[src/rtl/mips_writeback_unit.sv]
// MIPS write-back stage: MEM/WB pipeline register, architectural HI/LO,
// big-endian sub-word load formatting and register-file write port.
module mips_writeback_unit #(
  parameter int data_width     = 32,
  parameter int reg_addr_width = 5,
  parameter int off_width      = $clog2(data_width / 8)
) (
  input  logic                      clk,
  input  logic                      rst_n,
  input  logic                      stall,
  input  logic                      flush,
  input  logic                      in_valid,
  input  logic                      in_reg_write,
  input  logic [reg_addr_width-1:0] in_dest_reg,
  input  logic [2:0]                in_reg_write_src,
  input  logic [data_width-1:0]     in_alu_data,
  input  logic [data_width-1:0]     in_mem_data,
  input  logic [data_width-1:0]     in_pc_plus4,
  input  logic [1:0]                in_load_size,
  input  logic                      in_load_signed,
  input  logic [off_width-1:0]      in_byte_off,
  input  logic [1:0]                hilo_we,
  input  logic [data_width-1:0]     hi_in,
  input  logic [data_width-1:0]     lo_in,
  output logic                      wb_valid,
  output logic                      wb_we,
  output logic [reg_addr_width-1:0] wb_addr,
  output logic [data_width-1:0]     wb_data,
  output logic [data_width-1:0]     hi_reg,
  output logic [data_width-1:0]     lo_reg
);

  localparam int n_bytes  = data_width / 8;
  localparam int n_halves = data_width / 16;

  logic                      valid_reg;
  logic                      reg_write_reg;
  logic [reg_addr_width-1:0] dest_reg;
  logic [2:0]                src_reg;
  logic [data_width-1:0]     alu_reg;
  logic [data_width-1:0]     mem_reg;
  logic [data_width-1:0]     pc4_reg;
  logic [1:0]                size_reg;
  logic                      signed_reg;
  logic [off_width-1:0]      off_reg;

  // Flush only kills the valid bit; the payload is don't-care in a bubble.
  always_ff @(posedge clk) begin
    if (!rst_n) begin
      valid_reg     <= 1'b0;
      reg_write_reg <= 1'b0;
      dest_reg      <= '0;
      src_reg       <= '0;
      alu_reg       <= '0;
      mem_reg       <= '0;
      pc4_reg       <= '0;
      size_reg      <= '0;
      signed_reg    <= 1'b0;
      off_reg       <= '0;
    end else if (flush) begin
      valid_reg     <= 1'b0;
    end else if (!stall) begin
      valid_reg     <= in_valid;
      reg_write_reg <= in_reg_write;
      dest_reg      <= in_dest_reg;
      src_reg       <= in_reg_write_src;
      alu_reg       <= in_alu_data;
      mem_reg       <= in_mem_data;
      pc4_reg       <= in_pc_plus4;
      size_reg      <= in_load_size;
      signed_reg    <= in_load_signed;
      off_reg       <= in_byte_off;
    end
  end

  // HI/LO follow the mult/div unit's own handshake, not the pipeline controls.
  always_ff @(posedge clk) begin
    if (!rst_n) begin
      hi_reg <= '0;
      lo_reg <= '0;
    end else begin
      if (hilo_we[1]) hi_reg <= hi_in;
      if (hilo_we[0]) lo_reg <= lo_in;
    end
  end

  // Lane 0 is the most-significant byte/half (big-endian).
  logic [7:0]  byte_lane [n_bytes];
  logic [15:0] half_lane [n_halves];

  genvar gi;
  generate
    for (gi = 0; gi < n_bytes; gi++) begin : g_byte_lane
      assign byte_lane[gi] = mem_reg[data_width-1-8*gi -: 8];
    end
    for (gi = 0; gi < n_halves; gi++) begin : g_half_lane
      assign half_lane[gi] = mem_reg[data_width-1-16*gi -: 16];
    end
  endgenerate

  logic [off_width-2:0] half_idx;
  logic [7:0]           byte_sel;
  logic [15:0]          half_sel;
  logic [data_width-1:0] load_data;

  assign half_idx = off_reg[off_width-1:1];

  always_comb begin
    byte_sel = '0;
    for (int i = 0; i < n_bytes; i++) begin
      if (off_reg == off_width'(i)) byte_sel = byte_lane[i];
    end
    half_sel = '0;
    for (int i = 0; i < n_halves; i++) begin
      if (half_idx == (off_width-1)'(i)) half_sel = half_lane[i];
    end
  end

  always_comb begin
    load_data = mem_reg;
    case (size_reg)
      2'd1:    load_data = {{(data_width-16){signed_reg & half_sel[15]}}, half_sel};
      2'd2:    load_data = {{(data_width-8){signed_reg & byte_sel[7]}}, byte_sel};
      default: load_data = mem_reg;
    endcase
  end

  always_comb begin
    wb_data = alu_reg;
    case (src_reg)
      3'd0:    wb_data = alu_reg;
      3'd1:    wb_data = load_data;
      3'd2:    wb_data = hilo_we[1] ? hi_in : hi_reg;
      3'd3:    wb_data = hilo_we[0] ? lo_in : lo_reg;
      default: wb_data = pc4_reg;
    endcase
  end

  assign wb_valid = valid_reg;
  assign wb_addr  = dest_reg;
  assign wb_we    = valid_reg & reg_write_reg & (dest_reg != '0);

endmodule

[config.mk]
export PLATFORM = sky130hd
export DESIGN_NAME = mips_writeback_unit
export DESIGN_NICKNAME = d
export VERILOG_FILES = /design/src/rtl/mips_writeback_unit.sv
export SDC_FILE = /design/constraint.sdc
export NUM_CORES = 1
export LEC_CHECK = 0
export ABC_AREA = 1
export ABC_CLOCK_PERIOD_IN_PS = 2550
export BUFFER_PORTS_ARGS = -buffer_cell sky130_fd_sc_hd__buf_2
export CAP_MARGIN = 20
export CORE_MARGIN = 1.5
export CORE_UTILIZATION = 40
export DETAILED_ROUTE_END_ITERATION = 7
export GPL_ROUTABILITY_DRIVEN = 0
export PLACE_DENSITY_LB_ADDON = 0.25
export RECOVER_POWER = 100
export REMOVE_ABC_BUFFERS = 1
export SYNTH_ARGS = -nofsm -noshare
export SYNTH_HDL_FRONTEND = slang
export SYNTH_SLANG_ARGS = --single-unit
export TNS_END_PERCENT = 20
[constraint.sdc]
create_clock -name clk -period 2.55 [get_ports clk]
set_clock_uncertainty 0.1 [all_clocks]
set_input_delay 0.1275 -clock clk [delete_from_list [all_inputs] [get_ports clk]]
set_output_delay 0.1275 -clock clk [all_outputs]
set_load 0.02 [all_outputs]
==> results.md <==
- Outcome: finished clean
- Crit path max fanout: 16
- Final wirelength: 28.5 mm
- Register area share after synthesis: 0.424
- WP data required: ~2.3 ns
- Mapped Avg Cell Area: 6.69 sq um
- Die Y: 147 um
- Hold EP: lo_reg[7]$_SDFF_PN0_
- MaxCap Viol Count: 0
- Cells on Worst Hold Path: 6
- Clock buffer depth: 2
- Worst Hold Launch: lo_in[7]
- Num CTS Buffers: 17
- Count leader, synth: nor2_1
- Area share of xor/xnor cells in the synthesized design: 0
- Clock tree root buffer cell: clkbuf_16
- Die area: 21,500 sq um
- GRT Util Overall: 0.259
- DRC errors left: 0
- 1st-pass router iterations: 5
- Synth top area share: 0.424
- Post-Syn Instances: between 1k and 1.5k
- Reg2Reg Depth: 3
- Area of the core: about 20,000 sq um
- Post-Synth Simple-Gate Area: 0.229
- Max Clk Rate: 0.423 GHz
- WL/cell: 14.7 um
- Largest net degree at the start of global routing: 63
- DIE WIDTH: between 100 and 150 um
- Crit path kind: flop to primary output
- Fill cells: 1,899
- First-pass GRT wire length: 45.0 mm
- PD cells: 599 nW/um^2
- Lkg Pwr: 0.00555 uW
- CTS tree: done
- Slew Limit Headroom: 0.270
- # setup viols final: 0
- Drt first-iter violations: 492
- Yosys warnings: 0
- Final Hold Violating Endpoints: 0
- Post-synthesis mux area share: 0.0145
- Final Instance Count excl. Fillers: 1,932
- Synth Flop Type: dfxtp_1
- Initial antenna violation count: 0
- Reg2reg setup slack: ~1.2 ns
- Dominant cells by area after synthesis: dfxtp_1, nor2_1, o21ai_0, nand2_1, inv_1
- Placed cell count: 1,726
- Netlist cell types: 31
- RSZ-0062 raised after global routing: false
- Layout area overhead: 45.8%
- Arr. time, crit path: 2.14 ns
- Peak supply drop: approximately 0.00045 V
- Worst min path class: input port to flop
- H-Tree Level Count: 4
- Fin crit period: 2.36 ns
- Starting density of the core: 0.408
- Number of global-route vias before repair: 9,012
- Synth cell count leaders: nor2_1, dfxtp_1, nand2_1, o21ai_0, inv_1
- Post-synth EDFFs: 0
- Reg2reg end: off_reg[1]$_SDFFE_PN0P_
- FFs w/ async S/R, synth: 0
- Area share of fa/ha/maj cells after synthesis: 0.00303
- Fin crit share: 0.927
- Tot Pwr: a little over 7000 uW
- Number of diodes: 0
- Compound-Gate Fraction of Synth Area: 0.218
- Later-pin clock latency in the skew report: approximately 0.42 ns
- CP endpoint kind: primary output
- RR Startpoint: off_reg[1]$_SDFFE_PN0P_
- Row count: 52
- Synth Register Bits: 175
- GRT overflow: 0
- IO Pins: 284
- Nets@finish: 1,832
- CTS Sinks: 175
- Fin. max-slew vios: 0
- CTS clk-pin slew, worst paths: roughly 0.070 ns
- Tightest Pin Transition: 1.09 ns
- Final ANT Viol Nets: 0
- Via count: 9,427
- Vias per inst: 4.88
- Syn Std Cell Area: 8260 sq um
- DP Wirelength: 18.1 mm
- Main combinational cell family by area after synthesis: simple AND/OR/NAND/NOR gates
- Share of layout cells above drive strength 1: 0.170
- Synth area leader: dfxtp_1
- Startpoint Class: flop
- Port bufs: 283
==> routing by layer <==
| metal | global-route usage | vias up | wire length, um |
|---|---|---|---|
| met2 | 0.444 | 372 | 13600 |
| met1 | 0.332 | 4252 | 12400 |
| met3 | 0.0466 | 40 | 1960 |
| met5 | 0 | - | 0 |
| li1 | - | 4763 | - |
| met4 | 0.0773 | 0 | 447 |
==> critical path, cell delays in order, from the launching register on <==
cell      delay, ns
dfxtp_2        0.44
buf_4          0.18
nor2_2         0.08
nand2_1        0.08
nand2_1        0.06
nand2_2        0.08
nand3_4        0.13
nand2_4        0.23
nand2_1        0.08
a21oi_1        0.16
clkbuf_2       0.19
==> worst max-delay path by stage <==
stage	end	startpoint	slack, ns	cells after the start
after detailed placement	wb_data[28]	size_reg[0]$_SDFFE_PN0P_	0.40	9
after global placement	wb_data[31]	size_reg[0]$_SDFFE_PN0P_	0.49	9
after CTS	wb_data[28]	off_reg[1]$_SDFFE_PN0P_	0.03	10
after floorplan	alu_reg[10]$_SDFFE_PN0P_	flush	-1.09	4
after global routing	wb_data[1]	off_reg[1]$_SDFFE_PN0P_	0.01	8
final	wb_data[28]	off_reg[1]$_SDFFE_PN0P_	0.19	10
==> layout make-up <==
class | count | area (sq um) | share of cell area
Multi-Input combinational cell | 830 | 3830 | 0.318
Sequential cell | 175 | 3510 | 0.291
Timing Repair Buffer | 479 | 3230 | 0.268
Inverter | 146 | 554 | 0.0460
Clock buffer | 18 | 429 | 0.0356
Tap cell | 270 | 338 | 0.0280
Clock inverter | 14 | 156 | 0.0130
==> cell families after synthesis <==
group	count (synthesis)
simple gates	476
mux	12
fa+ha+maj	2
compound gates	340
buf+inv	229
flops	175
==> layout by cell type, fill, tap and decap left out, drive strengths merged <==
| master | instances |
|---|---|
| buf | 211 |
| mux2i | 12 |
| dlygate4sd3 | 173 |
| clkbuf | 113 |
| a31oi | 7 |
| bufinv | 2 |
| nor2 | 266 |
| nor3 | 2 |
| inv | 149 |
| a21oi | 110 |
| ha | 2 |
| o21ai | 190 |
| o21a | 8 |
| a22oi | 3 |
| clkinv | 8 |
| clkinvlp | 1 |
| nand3 | 17 |
| nand4 | 8 |
| nand2 | 183 |
| o22ai | 22 |
| dfxtp | 175 |
==> through the flow <==
step	setup TNS [ns]	instance area (sq um)	utilization	setup slack, ns	hold WS [ns]
after floorplan	-114.14	7890	-	-1.09	0.107
after global placement	0	9860	0.487	0.486	0.247
after detailed placement	0	9860	0.487	0.404	0.252
after CTS	0	12200	0.602	0.0270	0.000281
after global routing	0	12000	0.595	0.0140	0.0442
final	0	12000	0.595	0.186	0.0172
==> report_power, final <==
part | switching [uW] | leakage (uW) | internal (uW)
clock | 1160 | 0.000291 | 1470
combinational | 946 | 0.00381 | 644
sequential | 92.0 | 0.00145 | 2910
==> timing repair <==
item	CTS	global route
resized for setup	1	5
hold buffers	173	0
gates cloned	0	0
endpoints found under the hold margin	172	0
setup buffers	0	0
setup endpoints to repair	5	18
No activity file was read; power rests on OpenSTA's default activity.
